--- src/rtl/branch_resolve_if.sv ---
// Interface carrying the ID-stage branch operands into the branch resolve
// unit and its stall / redirect / status outputs back to the pipeline.
interface branch_resolve_if #(
   parameter int ADDR_W = 32,
   parameter int CNT_W  = 16
);
   logic              id_valid;
   logic [2:0]        id_br_op;
   logic [ADDR_W-1:0] id_pc_plus4;
   logic [ADDR_W-1:0] id_offset_ext;
   logic [ADDR_W-1:0] id_rs_val;
   logic [ADDR_W-1:0] id_rt_val;
   logic              opnd_ready;
   logic              stall_out;
   logic              redirect_valid;
   logic [ADDR_W-1:0] redirect_pc;
   logic              resolved;
   logic              br_err;
   logic [CNT_W-1:0]  taken_cnt;

   // Pipeline side: drives the ID-stage instruction, consumes stall/redirect.
   modport master (
      output id_valid, id_br_op, id_pc_plus4, id_offset_ext, id_rs_val, id_rt_val, opnd_ready,
      input  stall_out, redirect_valid, redirect_pc, resolved, br_err, taken_cnt
   );

   // Branch resolve unit side.
   modport slave (
      input  id_valid, id_br_op, id_pc_plus4, id_offset_ext, id_rs_val, id_rt_val, opnd_ready,
      output stall_out, redirect_valid, redirect_pc, resolved, br_err, taken_cnt
   );
endinterface

--- src/rtl/branch_resolve_unit.sv ---
// ID-stage MIPS conditional branch resolver. Evaluates beq/bne/bgez/bltz/
// bgtz/blez, computes pc_plus4 + offset, and issues a registered one-cycle
// PC redirect. Stalls IF/ID until forwarded operands are final. The cycle
// after a resolve is the delay slot; a branch seen there is flagged as an
// error and not evaluated.
module branch_resolve_unit #(
   parameter int ADDR_W = 32,
   parameter int CNT_W  = 16
) (
   input logic              clk,
   input logic              rst_n,
   branch_resolve_if.slave  bus
);
   typedef enum logic [1:0] {IDLE, WAIT, REDIR, DSLOT} state_t;

   state_t            state;
   logic [ADDR_W-1:0] pc4_lat;
   logic [ADDR_W-1:0] off_lat;
   logic [2:0]        op_lat;
   logic              redirect_valid_reg;
   logic [ADDR_W-1:0] redirect_pc_reg;
   logic              resolved_reg;
   logic              br_err_reg;
   logic [CNT_W-1:0]  cnt_reg;

   logic              is_br;
   logic              eval_now;
   logic [2:0]        eval_op;
   logic [ADDR_W-1:0] target;
   logic              rs_neg;
   logic              rs_zero;
   logic              taken;
   logic              stall;

   // Branch decode, condition evaluation, target adder and the stall request.
   // While waiting, the stalled instruction's op/pc/offset come from the
   // latches; rs/rt are always the live forwarded values.
   always_comb begin
      is_br    = bus.id_valid && (bus.id_br_op != 3'd0) && (bus.id_br_op != 3'd7);
      eval_now = ((state == IDLE) && is_br && bus.opnd_ready) ||
                 ((state == WAIT) && bus.opnd_ready);
      eval_op  = (state == WAIT) ? op_lat : bus.id_br_op;
      target   = (state == WAIT) ? (pc4_lat + off_lat) : (bus.id_pc_plus4 + bus.id_offset_ext);
      rs_neg   = bus.id_rs_val[ADDR_W-1];
      rs_zero  = (bus.id_rs_val == '0);
      taken    = 1'b0;
      case (eval_op)
         3'd1:    taken = (bus.id_rs_val == bus.id_rt_val);
         3'd2:    taken = (bus.id_rs_val != bus.id_rt_val);
         3'd3:    taken = !rs_neg;
         3'd4:    taken = rs_neg;
         3'd5:    taken = !rs_neg && !rs_zero;
         3'd6:    taken = rs_neg || rs_zero;
         default: taken = 1'b0;
      endcase
      // Gated by rst_n so the stall drops immediately while reset is held.
      stall = 1'b0;
      if (rst_n) begin
         if (state == IDLE)      stall = is_br && !bus.opnd_ready;
         else if (state == WAIT) stall = !bus.opnd_ready;
      end
   end

   // Resolve FSM with registered pulses, target register and saturating counter.
   always_ff @(posedge clk or negedge rst_n) begin
      if (!rst_n) begin
         state              <= IDLE;
         pc4_lat            <= '0;
         off_lat            <= '0;
         op_lat             <= '0;
         redirect_valid_reg <= 1'b0;
         redirect_pc_reg    <= '0;
         resolved_reg       <= 1'b0;
         br_err_reg         <= 1'b0;
         cnt_reg            <= '0;
      end else begin
         redirect_valid_reg <= 1'b0;
         resolved_reg       <= 1'b0;
         br_err_reg         <= 1'b0;
         case (state)
            IDLE, WAIT: begin
               if (eval_now) begin
                  resolved_reg <= 1'b1;
                  if (taken) begin
                     redirect_valid_reg <= 1'b1;
                     redirect_pc_reg    <= target;
                     if (cnt_reg != '1) cnt_reg <= cnt_reg + CNT_W'(1);
                     state <= REDIR;
                  end else begin
                     state <= DSLOT;
                  end
               end else if ((state == IDLE) && is_br) begin
                  pc4_lat <= bus.id_pc_plus4;
                  off_lat <= bus.id_offset_ext;
                  op_lat  <= bus.id_br_op;
                  state   <= WAIT;
               end
            end
            default: begin
               // Delay-slot cycle: a branch here is illegal and never evaluated.
               br_err_reg <= is_br;
               state      <= IDLE;
            end
         endcase
      end
   end

   assign bus.stall_out      = stall;
   assign bus.redirect_valid = redirect_valid_reg;
   assign bus.redirect_pc    = redirect_pc_reg;
   assign bus.resolved       = resolved_reg;
   assign bus.br_err         = br_err_reg;
   assign bus.taken_cnt      = cnt_reg;
endmodule

--- src/flat_wrapper.sv ---
// flat-port wrapper written by rule: the top's interface ports become plain ports
module branch_resolve_unit_flat 
#(
   parameter int ADDR_W = 32,
   parameter int CNT_W  = 16
)
  (clk, rst_n, bus_id_valid, bus_id_br_op, bus_id_pc_plus4, bus_id_offset_ext, bus_id_rs_val, bus_id_rt_val, bus_opnd_ready, bus_stall_out, bus_redirect_valid, bus_redirect_pc, bus_resolved, bus_br_err, bus_taken_cnt);
  branch_resolve_if #(.ADDR_W(ADDR_W), .CNT_W(CNT_W)) bus_i ();
  input logic clk;
  input logic rst_n;
  input wire logic [$bits(bus_i.id_valid)-1:0] bus_id_valid;
  input wire logic [$bits(bus_i.id_br_op)-1:0] bus_id_br_op;
  input wire logic [$bits(bus_i.id_pc_plus4)-1:0] bus_id_pc_plus4;
  input wire logic [$bits(bus_i.id_offset_ext)-1:0] bus_id_offset_ext;
  input wire logic [$bits(bus_i.id_rs_val)-1:0] bus_id_rs_val;
  input wire logic [$bits(bus_i.id_rt_val)-1:0] bus_id_rt_val;
  input wire logic [$bits(bus_i.opnd_ready)-1:0] bus_opnd_ready;
  output wire logic [$bits(bus_i.stall_out)-1:0] bus_stall_out;
  output wire logic [$bits(bus_i.redirect_valid)-1:0] bus_redirect_valid;
  output wire logic [$bits(bus_i.redirect_pc)-1:0] bus_redirect_pc;
  output wire logic [$bits(bus_i.resolved)-1:0] bus_resolved;
  output wire logic [$bits(bus_i.br_err)-1:0] bus_br_err;
  output wire logic [$bits(bus_i.taken_cnt)-1:0] bus_taken_cnt;
  assign bus_i.id_valid = bus_id_valid;
  assign bus_i.id_br_op = bus_id_br_op;
  assign bus_i.id_pc_plus4 = bus_id_pc_plus4;
  assign bus_i.id_offset_ext = bus_id_offset_ext;
  assign bus_i.id_rs_val = bus_id_rs_val;
  assign bus_i.id_rt_val = bus_id_rt_val;
  assign bus_i.opnd_ready = bus_opnd_ready;
  assign bus_stall_out = bus_i.stall_out;
  assign bus_redirect_valid = bus_i.redirect_valid;
  assign bus_redirect_pc = bus_i.redirect_pc;
  assign bus_resolved = bus_i.resolved;
  assign bus_br_err = bus_i.br_err;
  assign bus_taken_cnt = bus_i.taken_cnt;
  branch_resolve_unit #(.ADDR_W(ADDR_W), .CNT_W(CNT_W)) u_core (.clk(clk), .rst_n(rst_n), .bus(bus_i));
endmodule
--- config.mk ---
export PLATFORM = sky130hd
export DESIGN_NAME = branch_resolve_unit_flat
export DESIGN_NICKNAME = d
export VERILOG_FILES = /design/src/rtl/branch_resolve_if.sv /design/src/rtl/branch_resolve_unit.sv /design/src/flat_wrapper.sv
export SDC_FILE = /design/constraint.sdc
export NUM_CORES = 1
export LEC_CHECK = 0
export BUFFER_PORTS_ARGS = -buffer_cell sky130_fd_sc_hd__buf_2
export CORE_MARGIN = 4
export CORE_UTILIZATION = 46
export DETAILED_ROUTE_END_ITERATION = 10
export PLACE_DENSITY = 0.69
export SYNTH_ARGS = -nofsm -noshare
export SYNTH_HDL_FRONTEND = slang
export SYNTH_SLANG_ARGS = --single-unit
--- constraint.sdc ---
create_clock -name clk -period 4.1 [get_ports clk]
set_clock_uncertainty 0.15 [all_clocks]
set_input_delay 0.205 -clock clk [delete_from_list [all_inputs] [get_ports clk]]
set_output_delay 0.205 -clock clk [all_outputs]
set_load 0.05 [all_outputs]
# Word level (Yosys, flattened, before mapping)

Cells that the tools add are included.

Bits in registers: 120
Latch bits: 0
Memory bits (writable): 0
Bits in read-only memories: 0
Output and inout port bits: 52
Memories: 0

Add/subtract/negate cells: 3
Multiply operators: 0
Div/mod/pow operators: 0
Magnitude comparators: 0
Equal/unequal tests: 12
Shifts and indexed selects: 0
Mux-type cells: 16
Bitwise gates (word level): 1
Reductions and logical operators: 19

Operator list:

| kind                                          | number |
|---|---|
| adder 32 bit                                  | 2 |
| == test 32 bit                                | 1 |
| zero test 32 bit                              | 1 |
| two-way mux 32 bit                            | 1 |
| != test 32 bit                                | 1 |
| adder 16 x 1 -> 16 bit, second input constant | 1 |
| != test 16 bit, second input constant         | 1 |
| two-way mux 1 bit                             | 10 |
| == test 3 bit, second input constant          | 3 |
| logical AND 1 bit                             | 7 |
| == test 3 x 2 -> 1 bit, second input constant | 2 |
| two-way mux 2 bit                             | 3 |
| case mux 1 bit (6 select lines)               | 1 |
| AND reduction 3 bit                           | 2 |
| AND reduction 4 bit                           | 1 |
| == test 3 x 1 -> 1 bit, second input constant | 1 |
| zero test 1 bit                               | 3 |
| two-way mux 3 bit                             | 1 |
| != test 3 x 1 -> 1 bit, second input constant | 1 |
| != test 3 bit, second input constant          | 1 |
| nonzero test 3 bit                            | 1 |
| == test 2 x 1 -> 1 bit, second input constant | 1 |
| zero test 2 bit                               | 1 |
| logical OR 1 bit                              | 2 |
| other kinds (2)                               | 2 |

# Longest topological paths before layout

Depth in word-level cells: 8
Depth in mapped cells: 13
Gate-level depth less buffers: 11

# Worst setup path before layout

Ideal clock, no wire load.

Path kind: reg-to-reg
Start: register u_core.off_lat[0]
End: register u_core.redirect_pc_reg[16] (netlist: u_core.bus.redirect_pc[16])
Arrival: 2.753 ns
Data required time: 3.873 ns
Slack: 1.120 ns
Cell stages (with the launch flop): 12
Path buffers: 0
Period minus slack after synthesis: 2.980 ns
Cell sequence: dfrtp_1 > ha_1 > fa_1 > a21o_1 > a221oi_2 > o31a_2 > nand2b_1 > or3_1 > a311oi_1 > xnor2_1 > mux2i_1 > a21oi_1

Cells in the longest elaborated chain, start to end: 2

RTL lines:

| what                   | RTL line                  | source |
|---|---|---|
| start, declared        | branch_resolve_unit.sv:18 | `logic [ADDR_W-1:0] off_lat;` |
| start signal, assigned | branch_resolve_unit.sv:94 | `off_lat <= bus.id_offset_ext;` |
| adder 32 bit           | branch_resolve_unit.sv:43 | `target = (state == WAIT) ? (pc4_lat + off_lat) : (bus.id_pc_plus4 + bus.id_offset_ext);` |
| two-way mux 32 bit     | branch_resolve_unit.sv:43 |  |
| end signal, assigned   | branch_resolve_unit.sv:86 | `redirect_pc_reg <= target;` |
| end, declared          | branch_resolve_unit.sv:21 | `logic [ADDR_W-1:0] redirect_pc_reg;` |

Every way passes these cells.
A chain may end at the register's enable or synchronous reset.

# Final worst setup path

Start: input port bus_id_offset_ext[9]
End: register u_core.redirect_pc_reg[28] (netlist: u_core.bus.redirect_pc[28])

Cells in the longest elaborated chain, start to end: 2

RTL lines:

| what               | RTL line                  | source |
|---|---|---|
| start, declared    | flat_wrapper.sv:14        | `input wire logic [$bits(bus_i.id_offset_ext)-1:0] bus_id_offset_ext;` |
| adder 32 bit       | branch_resolve_unit.sv:43 |  |
| two-way mux 32 bit | branch_resolve_unit.sv:43 |  |

Every way passes these cells.

==> summary.md <==
| Metric | Value |
|---|---|
| Slew HR | `0.439` |
| Mapped Avg Cell Area | `~9.5 µm²` |
| Full die area | `21100 µm²` |
| Sequential fraction of the synthesis area | `0.347` |
| Setup slack after layout | `about 0.76 ns` |
| Crit path max-delay family | `compound AO/OA/AOI/OAI gates` |
| Period minus WS final | `~3.3 ns` |
| Final hold violations | `0` |
| Antenna-violating nets left | `0` |
| Leak | `around 5.2 nW` |
| Maximum fanout along the worst path | `6` |
| TritonRoute pass-1 iters | `5` |
| Worst skew pair latency | `between 0.4 and 0.5 ns` |
| Final instance area | `roughly 11000 µm²` |
| Tightest Pin Transition | `~0.84 ns` |
| H-tree depth | `4` |
| WP buf/inv | `2` |
| Async SR Flop Fraction | `1.00` |
| # fillers | `1588` |
| Max Slew Vio Count | `0` |
| Crit path launch type | `input pin` |
| RSZ-0062 raised after global routing | `false` |
| Worst setup path start | `bus_id_offset_ext[9]` |
| Clock-pin slew on the worst setup and hold paths | `approximately 0.060 ns` |
| Arr. time, crit path | `approximately 3.5 ns` |
| Final setup violation count | `0` |
| Setup TNS | `0 ns` |
| DR vias/cell | `roughly 5.6` |
| Crit end category | `flop` |
| Via count | `between 7000 and 8000` |
| Hold crit path type | `in2async` |
| Die width | `145 µm` |
| VDD IR-drop max | `a little over 0.5 mV` |
| Critical R2R Launch | `u_core.off_lat[0]` |
| PD cells | `between 700 and 800 nW/µm²` |
| Post-CTS Hold Buffers | `70` |
| Area taken by flip-flops and latches | `around 3000 µm²` |
| IO Count | `about 190` |
| Layout Utilization | `0.606` |
| Sink Count | `120` |
| Placer Congestion | `a little under 0.9` |
| Worst-case reg-to-reg path depth | `11` |
| Area grow syn2layout | `27.7%` |
| Remaining DRCs | `0` |
| Syn nets | `approximately 1100` |
| Crit share post-route | `0.814` |
| TritonCTS Buffers | `17` |
| Post-synth top flop | `dfrtp_1` |
| Initial antenna violation count | `0` |
| Initial DRC count | `between 500 and 600` |
| Root Buffer | `clkbuf_16` |
| Initial Utilization | `0.474` |
| IO buf count | `about 190` |
| Min Hold Slack | `0.221 ns` |
| CTS tree | `yes` |
| Reg2reg end | `u_core.bus.redirect_pc[30]` |
| Nets@finish | `1360` |
| GRT Resource Usage Total | `0.226` |
| CP Cell Sequence | `dlygate4sd3_1, buf_2, ha_1, a21oi_1, o21ai_0, a2111oi_0, a21o_1, o21a_1, o31ai_2, a21oi_1, nor4b_1, or3_1` |
| Crit path top cell by count | `a21oi_1` |
| Achievable Freq | `between 200 and 300 MHz` |
| Cell Count Post-Placement | `1300` |
| Largest net degree at the start of global routing | `66` |
| Post-Synthesis Cells | `between 900 and 1000` |
| Vias in the first global route | `7879` |
| Global route overflow | `0` |
| Postcts setup bufs | `0` |
| Pre-CTS setup slack | `0.852 ns` |
| PostCTS Resize Cnt | `0` |
| Global-route wire length before repair | `between 30000 and 40000 µm` |
| Crit Path Category | `in2reg` |
| Rows | `49` |
| Status | `finished clean` |
| Die height | `roughly 150 µm` |
| WP data required | `4.25 ns` |
| Number of antenna diodes | `0` |
| Layout Cells excl Fill | `about 1400` |
| Ys Warns | `0` |
| Drt wl/cell | `roughly 17 µm` |
| Worst stage delay on the critical path | `between 0.6 and 0.7 ns` |
| Unique masters post-synth | `just over 70` |
| Multi-input gate area | `5410 µm²` |
| Slowest CP cell | `a2111oi_0` |
| Post-DP HPWL | `18000 µm` |
| CTS Buffer Depth | `2` |
| Synthesized area | `between 8000 and 9000 µm²` |
| DRT Wirelength | `approximately 24000 µm` |
| Reg2reg setup slack | `0.85 ns` |
| Post-synthesis register bit count | `120` |
| Placed cell area | `between 9000 and 10000 µm²` |
| Total power | `8.59 mW` |
| Post-synth EDFFs | `0` |
| Max cap viols | `0` |
| CORE AREA | `around 18000 µm²` |
| Share of layout cells above drive strength 1 | `0.259` |
==> logic make-up after synthesis <==
kind of cell / after synthesis / share of synthesized area
xor gates and xnor gates: 97 / 0.0981
muxes: 75 / 0.0979
and+or+nand+nor: 266 / 0.152
AOI/OAI and AO/OA: 231 / 0.180
DFF: 120 / 0.347
buffers and inverters: 58 / 0.0297
adders and majority gates: 65 / 0.0956
==> cells in the mapped netlist (4+ instances only) <==
cell type	count	area, µm²
buf_1	6	22.5
o21bai_1	9	67.6
nand2_1	72	270
o221ai_1	5	43.8
mux2_2	66	743
clkbuf_1	16	60.1
xor2_1	21	184
a211o_1	4	35.0
o21ai_0	29	145
or3_1	7	43.8
nor2b_1	11	68.8
dfrtp_1	120	3000
ha_1	63	788
nor3_1	10	50.1
or2_2	4	25.0
a21o_1	34	255
o21a_1	5	37.5
a211oi_1	4	30.0
nor2_1	59	221
nand3_1	29	145
o21ai_1	8	40.0
and2_1	10	62.6
nand2b_1	8	50.1
nand4_1	23	144
buf_2	8	40.0
inv_1	24	90.1
o211ai_1	7	52.6
a21oi_1	59	295
mux2i_1	6	60.1
a31oi_1	27	169
buf_6	4	45.0
and3_1	10	62.6
xnor2_1	76	666
nor4_1	10	62.6
==> worst max-delay path by stage <==
stage | slack (ns) | cells past startpoint | endpoint
after floorplan | 1.12 | 11 | u_core.bus.redirect_pc[16]
after global placement | 0.89 | 11 | u_core.bus.redirect_pc[30]
after detailed placement | 0.85 | 11 | u_core.bus.redirect_pc[30]
after CTS | 0.83 | 12 | u_core.bus.redirect_pc[27]
after global routing | 0.59 | 12 | u_core.bus.redirect_pc[23]
final | 0.76 | 12 | u_core.bus.redirect_pc[28]
==> layout by cell type, fill, tap and decap left out, types with 17 or more instances in the layout <==
cell type and count:
nor2_1 59, buf_2 185, xor2_1 21, ha_1 63
inv_1 24, a21o_1 34, a21oi_1 59, clkbuf_16 17
o21ai_0 29, xnor2_1 76, nand2_1 72, mux2_2 66
nand3_1 29, nand4_1 23, dfrtp_1 120, dlygate4sd3_1 70
a31oi_1 27
==> area by class of cell <==
| class | count | share of cell area |
|---|---|---|
| clock buffers | 21 | 0.0398 |
| inverters | 24 | 0.00814 |
| flip-flops and latches | 120 | 0.271 |
| well taps | 229 | 0.0259 |
| multi-input cells | 734 | 0.489 |
| repair buffers | 263 | 0.152 |
| clock inverters | 10 | 0.0138 |
==> worst reg2reg max path: stages, from the launching register on <==
cell	delay, ns
dfrtp_1	0.37
ha_1	0.23
fa_1	0.45
a21o_1	0.22
a221oi_2	0.32
o31a_2	0.25
o2111ai_1	0.17
a41oi_2	0.35
nor2b_1	0.11
o311a_1	0.35
o21ai_1	0.07
a31oi_1	0.09
==> layer usage <==
metal  part of all wire  track usage
met5                  0            0
met4              0.021       0.0731
met1               0.45        0.301
met3              0.054       0.0455
met2               0.47        0.373
==> power breakdown <==
group,internal (mW),leakage [nW],switching [mW],total (mW)
Clock,1.01,0.290,0.535,1.54
Sequential,1.71,1.44,0.334,2.05
Combinational,2.00,3.44,3.01,5.01
Power figures use the tool's default switching activity.
